### src/rtl/mem_pkg.sv
// Shared definitions for the streaming memory writer: FSM encoding, default sizes, address helper.
package mem_pkg;

    localparam int MW_DEPTH = 4;
    localparam int MW_CW    = 16;

    typedef enum logic [2:0] {
        S_IDLE,
        S_WRITE,
        S_RD_ADDR,
        S_RD_CMP,
        S_FINISH
    } state_t;

    // Byte address of word idx; wraps modulo 2^32.
    function automatic logic [31:0] word_addr(input logic [31:0] b, input logic [31:0] idx);
        return b + {idx[29:0], 2'b00};
    endfunction

endpackage

### src/rtl/sync_fifo.sv
// Single-clock DEPTH x W FIFO; head word visible on dout with zero latency, pop takes effect at the edge.
// Backpressure: push ignored while full, pop ignored while empty; push+pop when neither keeps occupancy.
module sync_fifo #(
    parameter int DEPTH = 4,
    parameter int W     = 32
) (
    input  logic         clk,
    input  logic         rst_n,
    input  logic         push,
    input  logic [W-1:0] din,
    input  logic         pop,
    output logic [W-1:0] dout,
    output logic         full,
    output logic         empty
);

    localparam int AW = $clog2(DEPTH);

    logic [AW:0]  wr_ptr_q, wr_ptr_d;
    logic [AW:0]  rd_ptr_q, rd_ptr_d;
    logic [W-1:0] mem_q [DEPTH];
    logic         push_ok, pop_ok;

    // Extra pointer bit distinguishes full from empty when the index bits match.
    assign empty   = (wr_ptr_q == rd_ptr_q);
    assign full    = (wr_ptr_q[AW-1:0] == rd_ptr_q[AW-1:0]) && (wr_ptr_q[AW] != rd_ptr_q[AW]);
    assign push_ok = push && !full;
    assign pop_ok  = pop && !empty;
    assign dout    = mem_q[rd_ptr_q[AW-1:0]];

    always_comb begin
        wr_ptr_d = wr_ptr_q + (AW+1)'(push_ok);
        rd_ptr_d = rd_ptr_q + (AW+1)'(pop_ok);
    end

    always_ff @(posedge clk or negedge rst_n) begin
        if (!rst_n) begin
            wr_ptr_q <= '0;
            rd_ptr_q <= '0;
        end else begin
            wr_ptr_q <= wr_ptr_d;
            rd_ptr_q <= rd_ptr_d;
        end
    end

    always_ff @(posedge clk) begin
        if (push_ok) begin
            mem_q[wr_ptr_q[AW-1:0]] <= din;
        end
    end

endmodule

### src/rtl/mem_writer.sv
// Streams FIFO words to consecutive word addresses, optionally reads them back and compares checksums.
// Strobes are registered one cycle after each pop; in_ready drops only when the input FIFO is full.
module mem_writer
    import mem_pkg::*;
#(
    parameter int DEPTH = MW_DEPTH,
    parameter int CW    = MW_CW
) (
    input  logic          clk,
    input  logic          rst_n,
    input  logic          start,
    input  logic [31:0]   base,
    input  logic [CW-1:0] count,
    input  logic          verify,
    input  logic [31:0]   in_data,
    input  logic          in_valid,
    output logic          in_ready,
    output logic [31:0]   address,
    output logic [31:0]   memIn,
    output logic          read,
    output logic          write,
    input  logic [31:0]   memOut,
    output logic          busy,
    output logic          done,
    output logic          error
);

    state_t        state_q, state_d;
    logic [31:0]   base_q, base_d;
    logic [CW-1:0] count_q, count_d;
    logic          verify_q, verify_d;
    logic [CW-1:0] idx_q, idx_d;
    logic [31:0]   wsum_q, wsum_d;
    logic [31:0]   rsum_q, rsum_d;
    logic [31:0]   addr_q, addr_d;
    logic [31:0]   wdat_q, wdat_d;
    logic          read_q, read_d;
    logic          write_q, write_d;
    logic          busy_q, busy_d;
    logic          done_q, done_d;
    logic          error_q, error_d;

    logic          fifo_pop, fifo_full, fifo_empty;
    logic [31:0]   fifo_dout;

    sync_fifo #(
        .DEPTH (DEPTH),
        .W     (32)
    ) u_fifo (
        .clk   (clk),
        .rst_n (rst_n),
        .push  (in_valid && in_ready),
        .din   (in_data),
        .pop   (fifo_pop),
        .dout  (fifo_dout),
        .full  (fifo_full),
        .empty (fifo_empty)
    );

    assign in_ready = !fifo_full;
    assign address  = addr_q;
    assign memIn    = wdat_q;
    assign read     = read_q;
    assign write    = write_q;
    assign busy     = busy_q;
    assign done     = done_q;
    assign error    = error_q;

    always_comb begin
        state_d  = state_q;
        base_d   = base_q;
        count_d  = count_q;
        verify_d = verify_q;
        idx_d    = idx_q;
        wsum_d   = wsum_q;
        rsum_d   = rsum_q;
        addr_d   = addr_q;
        wdat_d   = wdat_q;
        error_d  = error_q;
        read_d   = 1'b0;
        write_d  = 1'b0;
        done_d   = 1'b0;
        fifo_pop = 1'b0;

        case (state_q)
            S_IDLE: begin
                if (start) begin
                    base_d   = {base[31:2], 2'b00};
                    count_d  = count;
                    verify_d = verify;
                    idx_d    = '0;
                    wsum_d   = '0;
                    rsum_d   = '0;
                    error_d  = 1'b0;
                    if (count == '0) begin
                        state_d = S_FINISH;
                        done_d  = 1'b1;
                    end else begin
                        state_d = S_WRITE;
                    end
                end
            end
            S_WRITE: begin
                // idx reaching count means the last write strobe is on the bus this cycle.
                if (idx_q == count_q) begin
                    idx_d = '0;
                    if (verify_q) begin
                        state_d = S_RD_ADDR;
                        read_d  = 1'b1;
                        addr_d  = word_addr(base_q, 32'd0);
                    end else begin
                        state_d = S_FINISH;
                        done_d  = 1'b1;
                    end
                end else if (!fifo_empty) begin
                    fifo_pop = 1'b1;
                    write_d  = 1'b1;
                    wdat_d   = fifo_dout;
                    addr_d   = word_addr(base_q, 32'(idx_q));
                    wsum_d   = wsum_q + fifo_dout;
                    idx_d    = idx_q + CW'(1);
                end
            end
            S_RD_ADDR: begin
                state_d = S_RD_CMP;
            end
            S_RD_CMP: begin
                rsum_d = rsum_q + memOut;
                idx_d  = idx_q + CW'(1);
                if (idx_d == count_q) begin
                    state_d = S_FINISH;
                    done_d  = 1'b1;
                    error_d = (rsum_d != wsum_q);
                end else begin
                    state_d = S_RD_ADDR;
                    read_d  = 1'b1;
                    addr_d  = word_addr(base_q, 32'(idx_d));
                end
            end
            S_FINISH: begin
                state_d = S_IDLE;
            end
            default: begin
                state_d = S_IDLE;
            end
        endcase

        busy_d = (state_d != S_IDLE);
    end

    always_ff @(posedge clk or negedge rst_n) begin
        if (!rst_n) begin
            state_q  <= S_IDLE;
            base_q   <= '0;
            count_q  <= '0;
            verify_q <= 1'b0;
            idx_q    <= '0;
            wsum_q   <= '0;
            rsum_q   <= '0;
            addr_q   <= '0;
            wdat_q   <= '0;
            read_q   <= 1'b0;
            write_q  <= 1'b0;
            busy_q   <= 1'b0;
            done_q   <= 1'b0;
            error_q  <= 1'b0;
        end else begin
            state_q  <= state_d;
            base_q   <= base_d;
            count_q  <= count_d;
            verify_q <= verify_d;
            idx_q    <= idx_d;
            wsum_q   <= wsum_d;
            rsum_q   <= rsum_d;
            addr_q   <= addr_d;
            wdat_q   <= wdat_d;
            read_q   <= read_d;
            write_q  <= write_d;
            busy_q   <= busy_d;
            done_q   <= done_d;
            error_q  <= error_d;
        end
    end

endmodule
### config.mk
export PLATFORM = sky130hd
export DESIGN_NAME = mem_writer
export DESIGN_NICKNAME = d
export VERILOG_FILES = /design/src/rtl/mem_pkg.sv /design/src/rtl/sync_fifo.sv /design/src/rtl/mem_writer.sv
export SDC_FILE = /design/constraint.sdc
export NUM_CORES = 1
export LEC_CHECK = 0
export CAP_MARGIN = 20
export CELL_PAD_IN_SITES_DETAIL_PLACEMENT = 1
export CELL_PAD_IN_SITES_GLOBAL_PLACEMENT = 2
export CORE_MARGIN = 3
export CORE_UTILIZATION = 29
export CTS_CLUSTER_SIZE = 16
export DETAILED_ROUTE_END_ITERATION = 12
export GPL_TIMING_DRIVEN = 0
export PLACE_DENSITY_LB_ADDON = 0.1
export SLEW_MARGIN = 20
export SYNTH_ARGS = -nofsm -noshare
export SYNTH_HDL_FRONTEND = slang
export SYNTH_SLANG_ARGS = --single-unit
### constraint.sdc
create_clock -name clk -period 4.65 [get_ports clk]
set_input_delay 0.93 -clock clk [delete_from_list [all_inputs] [get_ports clk]]
set_output_delay 0.93 -clock clk [all_outputs]
set_load 0.02 [all_outputs]
==> flow_summary.json <==
{
  "dpl.cell_count": 2834,
  "synthCells": 1774,
  "num_rows": 94,
  "netlist_area_mm2": 0.01940,
  "cts-root-buf": "clkbuf_16",
  "die-area_mm2": 0.07003,
  "setup_viol": 0,
  "clockBufferDepth": 3,
  "final_nets": 2233,
  "worstMarginPinSlew_ns": 1.001,
  "r2r_cells": 11,
  "async_reset_ff_frac": 0.6133,
  "die_y_um": 264.6,
  "areaGrowthSynthToFinish_pct": 24.66,
  "power.share.clock": 0.195,
  "p_leak_nw": 9.597,
  "fin_tns_setup_ns": 0,
  "hold_class": "input port to asynchronous set/reset pin",
  "yosys_warnings": 0,
  "drv_cap": 0,
  "grt_pass1_wl_um": 100700,
  "viasPerCell": 5.190,
  "drt-wirelength-per-cell_um": 22.35,
  "layout.cells.non_filler": 2909,
  "start_kind": "input port",
  "netlist_top_cells_area": "dfrtp_1 (26%), edfxtp_1 (20%), ha_1 (6.4%)",
  "worst_ep_required_time_ns": 5.11,
  "grt_pass1_vias": 16140,
  "switching_power_w": 0.007553,
  "final_hold_viol_count": 0,
  "yosys.cell_types.count": 84,
  "vias": 15100,
  "drc": 0,
  "rsz0062_at_grt": "false",
  "clkLatencyLatePin_ns": 0.59,
  "dr.pass1.iters": 5,
  "core_mm2": 0.06598,
  "overflow": 0,
  "status": "finished, final reports clean",
  "netlist.area_leader.share": 0.2619,
  "htreeDepth": 2,
  "r2r_end": "error$_DFFE_PN0P_",
  "cts_hold_buf": 0,
  "initialDrtViolationCount": 796,
  "drive_gt1_frac": 0.1306,
  "fin_skew_ns": 0.03351,
  "slew_headroom": 0.3265,
  "synth_area_per_cell_um2": 10.94,
  "antenna_cells": 0,
  "cp-end-kind": "register",
  "reg2reg_from": "idx_q[2]$_DFFE_PN0P_",
  "pwr_density_cell_mw_per_mm2": 753.0,
  "path_clk_slew_ns": 0.05,
  "grt_start_max_net_pins": 83,
  "cts_setup_buffers": 0,
  "gp_congestion": 0.8153,
  "worstPathArrival_ns": 4.94,
  "p_seq_frac": 0.274,
  "fmax_mhz": 223.2,
  "swShare": 0.4147,
  "cts_tree": "yes",
  "combPwrFrac": 0.531,
  "cts_sinks": 331,
  "path_max_fanout": 10,
  "r2r_slack_ns": 0.27,
  "vdd.ir_drop.worst_mv": 0.3670,
  "routed_wirelength_um": 65010,
  "tritoncts.num_buffers": 42,
  "port-buffer-count": 182,
  "hold_slack_ns": 0.2414,
  "die_w_um": 264.6,
  "synth_ff_type": "dfrtp_1",
  "track_usage": 0.1860,
  "initial_utilization": 0.2940,
  "setup.worst_path.class": "input port to register",
  "slew_violations": 0,
  "pin_count": 187,
  "final_util": 0.3665,
  "drtAntennaViolNets": 0,
  "synth-seq-cells": 331,
  "dp_hpwl_um": 50770,
  "antenna_found_initial": 1,
  "final.period_utilization": 0.9635,
  "period_minus_slack_ns": 4.480,
  "synth_edf_count": 128,
  "synth_largest_area_cell": "dfrtp_1",
  "intPower_w": 0.01066,
  "synth-seq-area-share": 0.4600
}
==> power groups by stage <==
stage               logic (W)  registers [W]  clock network [W]
global route           0.0107        0.00513            0.00380
floorplan             0.00632        0.00505                  0
detailed placement    0.00964        0.00506                  0
global placement      0.00938        0.00505                  0
CTS                   0.00975        0.00501            0.00369
finish                0.00967        0.00498            0.00356
==> worst max-delay path by stage <==
| stage | slack [ns] | from | endpoint |
|---|---|---|---|
| 2_1_floorplan | 0.25 | memOut[0] | error$_DFFE_PN0P_ |
| 3_3_place_gp | -7.04 | rst_n | memIn[18]$_DFFE_PN0P_ |
| 3_5_place_dp | -1.02 | memOut[0] | error$_DFFE_PN0P_ |
| 4_1_cts | 0.002 | memOut[1] | error$_DFFE_PN0P_ |
| 5_1_grt | 0.007 | memOut[0] | error$_DFFE_PN0P_ |
| 6_report | 0.17 | memOut[16] | error$_DFFE_PN0P_ |
==> routing by layer <==
layer | track usage | part of all wire | up-vias
li1 | - | - | 7153
met4 | 0.03641 | 0.015 | 0
met2 | 0.2903 | 0.44 | 238
met5 | 0 | 0 | -
met1 | 0.2763 | 0.51 | 7647
met3 | 0.02608 | 0.036 | 59
==> repair_timing <==
item / CTS / global route
pin swaps: 1 / 2
endpoints found under the hold margin: 0 / 0
resized for setup: 24 / 23
setup endpoints to repair: 39 / 29
==> registers in the layout (all words and copies together) (netlist names) <==
| name | cells |
|---|---|
| rsum_q | 32 |
| done | 1 |
| base_q | 30 |
| u_fifo.mem_q | 128 |
| busy | 1 |
| idx_q | 16 |
| count_q | 16 |
| write | 1 |
| wsum_q | 32 |
| address | 30 |
| verify_q | 1 |
| u_fifo.rd_ptr_q | 3 |
| memIn | 32 |
| state_q | 3 |
| error | 1 |
| read | 1 |
| u_fifo.wr_ptr_q | 3 |
==> worst max-delay path, stage by stage <==
cell	delay [ns]
clkdlybuf4s50_1	0.41
ha_1	0.31
buf_4	0.19
a21oi_1	0.24
o21ai_1	0.21
a32oi_1	0.31
o2111ai_1	0.18
or4_1	0.41
or4_1	0.53
a2111o_1	0.39
or4_1	0.54
nor3_2	0.19
a21oi_1	0.08
==> Yosys cell counts, types with 25 or more instances <==
master    instances
dfrtp_1         203
nand2_1         148
edfxtp_1        128
o21ai_0         117
a21oi_1         109
ha_1             99
xnor2_1          90
mux2_2           84
nor2_1           82
xor2_1           63
clkbuf_1         55
inv_1            46
a21o_1           41
a22o_1           34
nand3_1          34
mux4_2           32
nor3_1           25
==> layout by cell type, fill, tap and decap left out, drive strengths merged, types with 42 or more instances in the layout <==
| cell | netlist | final |
|---|---|---|
| dfrtp | 203 | 203 |
| clkdlybuf4s50 | 0 | 179 |
| nand2 | 149 | 149 |
| edfxtp | 128 | 128 |
| o21ai | 119 | 119 |
| a21oi | 109 | 109 |
| clkbuf | 56 | 109 |
| ha | 99 | 99 |
| xnor2 | 90 | 90 |
| mux2 | 84 | 84 |
| nor2 | 83 | 83 |
| xor2 | 64 | 64 |
| inv | 46 | 47 |
| buf | 30 | 43 |
| a21o | 42 | 42 |
==> cells by family after synthesis <==
| group | Yosys count | synth area share |
|---|---|---|
| AO/OA/AOI/OAI | 485 | 0.1668 |
| other | 1 | 0.0001933 |
| AND/OR/NAND/NOR | 441 | 0.1137 |
| multiplexers | 124 | 0.09004 |
| buffers and inverters | 132 | 0.02793 |
| adder cells (fa/ha/maj) | 103 | 0.06798 |
| XOR/XNOR | 157 | 0.07340 |
| flip-flops | 331 | 0.4600 |
==> cell type report <==
type / instances / area, um^2
Inverter: 46 / 172.7
Tap cell: 864 / 1081
Buffer: 85 / 382.9
Sequential cell: 331 / 8924
Timing Repair Buffer: 195 / 2022
Clock inverter: 23 / 361.6
Multi-Input combinational cell: 1312 / 10080
Clock buffer: 53 / 1162
Fill cell: 7209 / 41800
==> per-stage QoR <==
stage	cell area, um^2	total power [W]	setup slack (ns)
CTS	24120	0.01845	0.001818
global route	24180	0.01965	0.007132
finish	24180	0.01821	0.1698
detailed placement	22540	0.01470	-1.020
floorplan	19400	0.01137	0.2530
global placement	22310	0.01443	-7.041
Note: power is estimated with default switching activity, not from simulation.
